$ cat config.mk
export PLATFORM = sky130hd
export DESIGN_NAME = ram_ctrl_flat
export DESIGN_NICKNAME = d
export VERILOG_FILES = /design/src/rtl/ram_ctrl_if.sv /design/src/rtl/ram_ctrl.sv /design/src/flat_wrapper.sv
export SDC_FILE = /design/constraint.sdc
export NUM_CORES = 1
export LEC_CHECK = 0
export ABC_AREA = 1
export BUFFER_PORTS_ARGS = -buffer_cell sky130_fd_sc_hd__buf_2
export CAP_MARGIN = 40
export CORE_UTILIZATION = 51
export DETAILED_ROUTE_END_ITERATION = 16
export GPL_TIMING_DRIVEN = 0
export PLACE_DENSITY = 0.89
export SYNTH_ARGS = -nofsm -noshare
export SYNTH_HDL_FRONTEND = slang
export SYNTH_SLANG_ARGS = --single-unit
$ cat constraint.sdc
create_clock -name CLK -period 1.6 [get_ports CLK]
set_input_delay 0.32 -clock CLK [delete_from_list [all_inputs] [get_ports CLK]]
set_output_delay 0.32 -clock CLK [all_outputs]
set_load 0.05 [all_outputs]
$ cat src/rtl/ram_ctrl_if.sv
// Request, write-stream and read-stream signals between a datapath master and ram_ctrl.
// master drives requests/write beats/read consume; slave (ram_ctrl) drives readies, read data and status.
interface ram_ctrl_if #(
  parameter int DATA_W = 8,
  parameter int ADDR_W = 8
);
  logic              req_valid;
  logic              req_ready;
  logic              req_we;
  logic [ADDR_W-1:0] req_addr;
  logic [7:0]        req_len;
  logic              wr_valid;
  logic              wr_ready;
  logic [DATA_W-1:0] wr_data;
  logic              rd_valid;
  logic              rd_ready;
  logic [DATA_W-1:0] rd_data;
  logic              done;
  logic              busy;

  modport master (
    output req_valid, req_we, req_addr, req_len, wr_valid, wr_data, rd_ready,
    input  req_ready, wr_ready, rd_valid, rd_data, done, busy
  );

  modport slave (
    input  req_valid, req_we, req_addr, req_len, wr_valid, wr_data, rd_ready,
    output req_ready, wr_ready, rd_valid, rd_data, done, busy
  );
endinterface

$ cat src/rtl/ram_ctrl.sv
// Burst controller for a single-port synchronous RAM: 1 write beat/cycle; read beat appears 3 cycles after issue.
// Write beats stall via wr_ready (only high in WR); read data is held in RD_OUT until rd_ready.
module ram_ctrl #(
  parameter int DATA_W = 8,
  parameter int ADDR_W = 8,
  parameter int DEPTH  = 128
) (
  input  logic              CLK,
  input  logic              RST,
  ram_ctrl_if.slave         bus,
  output logic              ram_en,
  output logic              ram_we,
  output logic [ADDR_W-1:0] ram_addr,
  output logic [DATA_W-1:0] ram_din,
  input  logic [DATA_W-1:0] ram_dout
);
  localparam int CW = (DEPTH > 1) ? $clog2(DEPTH) : 1;

  typedef enum logic [2:0] {IDLE, WR, RD_REQ, RD_WAIT, RD_OUT, DONE} state_t;

  state_t            state, state_n;
  logic [CW-1:0]     cur, cur_n, cur_inc, req_loc;
  logic [7:0]        cnt, cnt_n;
  logic              en_n, we_n;
  logic [ADDR_W-1:0] addr_n;
  logic [DATA_W-1:0] din_n, rdq, rdq_n;

  assign cur_inc = (cur == CW'(DEPTH - 1)) ? '0 : cur + CW'(1);
  assign req_loc = CW'(32'(bus.req_addr) % 32'(DEPTH));

  assign bus.req_ready = (state == IDLE);
  assign bus.wr_ready  = (state == WR);
  assign bus.rd_valid  = (state == RD_OUT);
  assign bus.rd_data   = rdq;
  assign bus.done      = (state == DONE);
  assign bus.busy      = (state != IDLE);

  always_ff @(posedge CLK) begin
    if (RST) begin
      state    <= IDLE;
      cur      <= '0;
      cnt      <= '0;
      ram_en   <= 1'b0;
      ram_we   <= 1'b0;
      ram_addr <= '0;
      ram_din  <= '0;
      rdq      <= '0;
    end else begin
      state    <= state_n;
      cur      <= cur_n;
      cnt      <= cnt_n;
      ram_en   <= en_n;
      ram_we   <= we_n;
      ram_addr <= addr_n;
      ram_din  <= din_n;
      rdq      <= rdq_n;
    end
  end

  // RAM strobes are single-cycle: en/we fall back to 0 unless a beat is issued this cycle.
  always_comb begin
    state_n = state;
    cur_n   = cur;
    cnt_n   = cnt;
    en_n    = 1'b0;
    we_n    = 1'b0;
    addr_n  = ram_addr;
    din_n   = ram_din;
    rdq_n   = rdq;
    case (state)
      IDLE: begin
        if (bus.req_valid) begin
          cur_n   = req_loc;
          cnt_n   = bus.req_len;
          en_n    = 1'b1;
          addr_n  = ADDR_W'(req_loc);
          state_n = bus.req_we ? WR : RD_REQ;
        end
      end
      WR: begin
        if (bus.wr_valid) begin
          en_n   = 1'b1;
          we_n   = 1'b1;
          addr_n = ADDR_W'(cur);
          din_n  = bus.wr_data;
          cur_n  = cur_inc;
          if (cnt == 8'd0) state_n = DONE;
          else             cnt_n   = cnt - 8'd1;
        end
      end
      RD_REQ:  state_n = RD_WAIT;
      RD_WAIT: begin
        rdq_n   = ram_dout;
        state_n = RD_OUT;
      end
      RD_OUT: begin
        if (bus.rd_ready) begin
          if (cnt == 8'd0) begin
            state_n = DONE;
          end else begin
            cur_n   = cur_inc;
            cnt_n   = cnt - 8'd1;
            en_n    = 1'b1;
            addr_n  = ADDR_W'(cur_inc);
            state_n = RD_REQ;
          end
        end
      end
      DONE:    state_n = IDLE;
      default: state_n = IDLE;
    endcase
  end
endmodule

$ cat src/flat_wrapper.sv
// flat-port wrapper written by rule: the top's interface ports become plain ports
module ram_ctrl_flat 
#(
  parameter int DATA_W = 8,
  parameter int ADDR_W = 8,
  parameter int DEPTH  = 128
)
  (CLK, RST, ram_en, ram_we, ram_addr, ram_din, ram_dout, bus_req_valid, bus_req_we, bus_req_addr, bus_req_len, bus_wr_valid, bus_wr_data, bus_rd_ready, bus_req_ready, bus_wr_ready, bus_rd_valid, bus_rd_data, bus_done, bus_busy);
  ram_ctrl_if #(.DATA_W(DATA_W), .ADDR_W(ADDR_W)) bus_i ();
  input  logic CLK;
  input  logic RST;
  output logic ram_en;
  output logic ram_we;
  output logic [ADDR_W-1:0] ram_addr;
  output logic [DATA_W-1:0] ram_din;
  input  logic [DATA_W-1:0] ram_dout;
  input wire logic [$bits(bus_i.req_valid)-1:0] bus_req_valid;
  input wire logic [$bits(bus_i.req_we)-1:0] bus_req_we;
  input wire logic [$bits(bus_i.req_addr)-1:0] bus_req_addr;
  input wire logic [$bits(bus_i.req_len)-1:0] bus_req_len;
  input wire logic [$bits(bus_i.wr_valid)-1:0] bus_wr_valid;
  input wire logic [$bits(bus_i.wr_data)-1:0] bus_wr_data;
  input wire logic [$bits(bus_i.rd_ready)-1:0] bus_rd_ready;
  output wire logic [$bits(bus_i.req_ready)-1:0] bus_req_ready;
  output wire logic [$bits(bus_i.wr_ready)-1:0] bus_wr_ready;
  output wire logic [$bits(bus_i.rd_valid)-1:0] bus_rd_valid;
  output wire logic [$bits(bus_i.rd_data)-1:0] bus_rd_data;
  output wire logic [$bits(bus_i.done)-1:0] bus_done;
  output wire logic [$bits(bus_i.busy)-1:0] bus_busy;
  assign bus_i.req_valid = bus_req_valid;
  assign bus_i.req_we = bus_req_we;
  assign bus_i.req_addr = bus_req_addr;
  assign bus_i.req_len = bus_req_len;
  assign bus_i.wr_valid = bus_wr_valid;
  assign bus_i.wr_data = bus_wr_data;
  assign bus_i.rd_ready = bus_rd_ready;
  assign bus_req_ready = bus_i.req_ready;
  assign bus_wr_ready = bus_i.wr_ready;
  assign bus_rd_valid = bus_i.rd_valid;
  assign bus_rd_data = bus_i.rd_data;
  assign bus_done = bus_i.done;
  assign bus_busy = bus_i.busy;
  ram_ctrl #(.DATA_W(DATA_W), .ADDR_W(ADDR_W), .DEPTH(DEPTH)) u_core (.CLK(CLK), .RST(RST), .bus(bus_i), .ram_en(ram_en), .ram_we(ram_we), .ram_addr(ram_addr), .ram_din(ram_din), .ram_dout(ram_dout));
endmodule
# --- After elaboration in Yosys (flattened, before gate mapping) ---
# Index checks and enable logic that the tools add are counted.
word_totals:
  regBits: 44
  input_bits: 38
  out_inout_bits: 31
  elab_cells: 59
op_classes:
  addsub: 2
  eq_ne: 11
  muxes: 28
  n_bitwise: 1
  n_reduce_logical: 9
ops:
  columns: ["operator", "n"]
  rows:
  - ["$mux W8", 8]
  - ["$pmux W8 S3", 2]
  - ["$mux W7", 5]
  - ["$pmux W7 S3", 1]
  - ["$mux W3", 5]
  - ["$pmux W3 S5", 1]
  - ["$logic_not A8 Y1", 1]
  - ["$ne A2 B2 Y1 const B", 4]
  - ["$reduce_and A4 Y1", 2]
  - ["$sub A8 B1 Y8 const B", 1]
  - ["$add A7 B1 Y7 const B", 1]
  - ["$eq A7 B7 Y1 const B", 1]
  - ["$eq A3 B2 Y1 const B", 2]
  - ["$eq A3 B3 Y1 const B", 2]
  - ["$reduce_bool A3 Y1", 2]
  - ["$reduce_and A5 Y1", 1]
  - ["$mux W1", 4]
  - ["$eq A3 B1 Y1 const B", 1]
  - ["$logic_not A3 Y1", 1]
  - ["$pmux W1 S3", 1]
  - ["$mux W2", 1]
  - ["$ne A2 B1 Y1 const B", 1]
  - ["$reduce_and A2 Y1", 1]
  - ["$reduce_or A2 Y1", 1]
  - ["$not A1 Y1", 1]

# --- Logic depth before layout (Yosys ltp) ---
depth:
  ltp_word: 5
  ltp_mapped: 11
  depth_no_buf: 10

# --- Least setup slack after synthesis ---
# OpenSTA, ideal clock, no wires.
synth_timing:
  path_kind: "reg2reg"
  startpoint: "reg u_core.state[0]"
  endpoint: "reg u_core.state[0]"
  t_arrival_ps: 1688
  slack_ps: -220
  stages_incl_launch_ff: 8
  path_buffers: 0
  synth_period_minus_slack_ps: 1820
  cell_sequence: "dfxtp_1 > nor2_4 > nand2_1 > inv_1 > a21oi_1 > nand2_1 > nor2_1 > nor3_1"
synth_between:
  elab_chain_cells: 3
synth_rtl:
  columns: ["item", "line", "rtl"]
  rows:
  - ["from (decl)", "ram_ctrl.sv:21", "state_t state, state_n;"]
  - ["from (signal assigned)", "ram_ctrl.sv:49", "state <= state_n;"]
  - ["$logic_not A3 Y1 *", null, null]
  - ["via bus_req_ready", "flat_wrapper.sv:24", "output wire logic [$bits(bus_i.req_ready)-1:0] bus_req_ready;"]
  - ["$ne A2 B2 Y1 (no source line)", null, null]
  - ["$reduce_and A4 Y1 (no source line)", null, null]
# The timed path passes the listed nets; every way through them passes the cells marked *.
# A chain may end at the register's enable or synchronous reset.

# --- Final worst setup path ---
layout_timing:
  startpoint: "reg u_core.state[0]"
  endpoint: "out bus_rd_valid"
layout_between:
  elab_chain_cells: 1
layout_rtl:
  columns: ["item", "line", "rtl"]
  rows:
  - ["$eq A3 B3 Y1", "ram_ctrl.sv:33", "assign bus.rd_valid = (state == RD_OUT);"]
  - ["to (decl)", "flat_wrapper.sv:26", "output wire logic [$bits(bus_i.rd_valid)-1:0] bus_rd_valid;"]
# No other way between the ends.

==> results by group <==
Layout
  – Area occupied by multi-input gates: 1349 um^2
  – Share of cells above drive strength 1: 28.79%
  – Filler cell count in the final layout: 367
  – Layout area overhead: 28.92%
  – # diodes: 0
  – # nets final: slightly below 500
  – FF/Latch Area: 869.6 um^2

Synthesis
  – Post-synth EDFFs: 0
  – Post-synthesis sequential area ratio: 36.85%
  – Mapped Avg Cell Area: 6.348 um^2
  – Yosys top cell area share: 36.85%
  – Post-synth ARST share: 0%
  – Largest cells by area after synthesis: dfxtp_1, nand2_1, nor2_1, o21ai_0, inv_1
  – Cell Area, Synth: 2336 um^2
  – Synth Register Bits: 43
  – Syn_nets: 409
  – Distinct cells, synth: 25
  – Top FF cell, synth: dfxtp_1
  – Most frequent cell after synthesis: nand2_1
  – Commonest cells in the netlist: nand2_1, nor2_1, dfxtp_1
  – Synth Instances: ~370
  – Yosys Warn Count: 0
  – Biggest area consumer among synthesized cells: dfxtp_1

Clock network
  – TritonCTS clock tree: yes
  – Reg clk slew, reported paths: 0.09 ns
  – Clock Tree Root: clkbuf_8
  – # clock sinks: 43
  – TritonCTS Buffers: 5
  – Worst skew pair latency: 0.30 ns
  – H-tree depth: 2
  – CTS max path bufs: 2

Worst hold path
  – Min-delay worst type: primary input to flip-flop
  – Hold depth: 2
  – Hold path start: RST
  – WHS Endpoint: u_core.state[1]

Critical path
  – Worst Path Required: 1.28 ns
  – Reg-to-reg setup timing slack: roughly 0.04 ns
  – Worst Reg2Reg Path Length in Cells: 10
  – Startpoint types: flip-flop
  – Arrival @ worst endpoint: roughly 1.3 ns
  – RR Startpoint: u_core.state[2]
  – Critical path class: flip-flop to output pin
  – Crit end category: output pin
  – RR Endpoint: u_core.cur[5]
  – Crit Path Max Fanout: 7

Detailed routing
  – Antenna viol nets, final: 0
  – Drt wl/cell: 13.26 um
  – Vias: 2701
  – Drt pass-1 iters: 5
  – 1st-iter DRT viols: 374
  – Drc violations: 0
  – Via density: between 5 and 6
  – Routed WL: 6632 um

STA
  – Worst-case clock skew: 0.004292 ns
  – Slew margin rel.: between 60% and 70%
  – Setup violations, final: 0
  – Final period util: 99.41%
  – Final Hold Viols: 0
  – Peak Freq: 0.6287 GHz
  – Hold_ws: 0.2226 ns
  – Slew Limit Fails: 0
  – Worst slew pin tran: 0.5211 ns
  – Fin crit period: 1.591 ns

Die
  – Die extent in y: 69.68 um
  – CORE AREA: 4384 um^2
  – Starting density of the core: 53.28%
  – Die ar.: ~5000 um^2
  – FP Rows: 24
  – Die Wd: ~70 um
  – IO Pins: 69

Outcome
  – Outcome: complete, no violations

Placement
  – Hpwl dp: 4401 um
  – Port Buffers: 66
  – Routability cong.: 0.8653

Global routing
  – Total gr overflow: 0
  – Gr usage total: 25.63%
  – Number of global-route vias before repair: 2344
  – Largest net degree at the start of global routing: 15
  – First-pass GRT wire length: 10150 um
  – Initial antenna violation count: 0

Pwr
  – Power, Total: 7186 uW
  – Power Density: 2386 nW/um^2
  – P_leak: 0.001543 uW
  – Peak supply drop: 1.099 mV

Job
  – MaxCap Viol Count: 0
where the power goes:
group	internal, uW	total, uW	leakage, uW	switching [uW]
combinational	1420	4530	0.00113	3110
sequential	1460	1790	0.000355	331
clock	465	869	0.0000581	404
stage by stage:
stage / TNS (ns) / util (%) / worst slack (ns) / instance area (um^2) / cells
global route: -0.5855 / 68.69 / -0.05483 / 3012 / 500
finish: 0 / 68.69 / 0.009364 / 3012 / 500
floorplan: 0 / - / 0.02972 / 2342 / 368
CTS: 0 / 65.98 / 0.003439 / 2893 / 495
detailed placement: -0.6667 / 62.44 / -0.1009 / 2738 / 486
global placement: -0.3278 / 62.44 / -0.04698 / 2738 / 486
how the worst max path moves through the flow:
stage | startpoint | end | slack [ns] | cells after the start
floorplan | u_core.state[1] | u_core.ram_addr[6] | 0.03 | 11
global placement | u_core.state[1] | u_core.bus.rd_data[4] | -0.05 | 5
detailed placement | u_core.state[1] | u_core.bus.rd_data[7] | -0.10 | 5
CTS | u_core.state[2] | u_core.cnt[5] | 0.003 | 10
global route | u_core.cnt[4] | u_core.ram_addr[4] | -0.05 | 9
finish | u_core.state[0] | bus_rd_valid | 0.009 | 4
metal layers:
layer  GRT usage [%]  routed length (um)  share of wire (%)
met2           45.20                3197                 48
met4           9.333                 162                2.4
met1           30.23                2690                 41
met5               0                   0                  0
met3           5.959                 581                8.8
placed cells by master (no fill, tap or decap), types with 8 or more instances in the layout:
cell	synthesis	layout
nand2_2	3	8
nor2_1	85	84
inv_1	31	29
nand3_1	19	17
dfxtp_1	43	38
nand2_1	94	87
buf_4	3	8
buf_2	3	65
a21oi_1	11	10
o21ai_0	31	31
flip-flops by register name (all words and copies together), names as in the netlist:
signal / count
u_core.ram_addr: 7
u_core.bus.rd_data: 8
u_core.state: 3
u_core.cur: 7
u_core.cnt: 8
u_core.ram_en: 1
u_core.ram_we: 1
u_core.ram_din: 8
timing repair:
| item | in CTS | in global routing |
|---|---|---|
| resized for setup | 10 | 28 |
| endpoints found under the setup margin | 29 | 38 |
| hold buffers | 0 | 0 |
| pin swaps | 2 | 8 |
| buffers inserted | 1 | 4 |
| cloned | 0 | 1 |
critical path, cell delays in order (launching register included):
cell	delay, ns
dfxtp_2	0.39
nor2_4	0.18
nand2_4	0.13
inv_6	0.11
buf_6	0.16
cell type report:
class,instances,area share [%]
Clock inverter,3,1.454
Clock buffer,5,2.285
Multi-Input combinational cell,278,44.79
Buffer,11,2.576
Tap cell,52,2.160
Inverter,36,4.902
Sequential cell,43,28.87
Timing Repair Buffer,72,12.96
cell families (layout without fill, tap and decap cells):
logic type                 after synthesis  count (layout)  share of synthesized area, %
AOI/OAI and AO/OA                       51              51                         11.19
adders and majority gates                3               3                         1.607
buffers and inverters                   47             127                         8.837
DFF                                     43              43                         36.85
other                                    1               1                        0.1605
and+or+nand+nor                        223             223                         41.35
(Power assumes the default switching activity.)
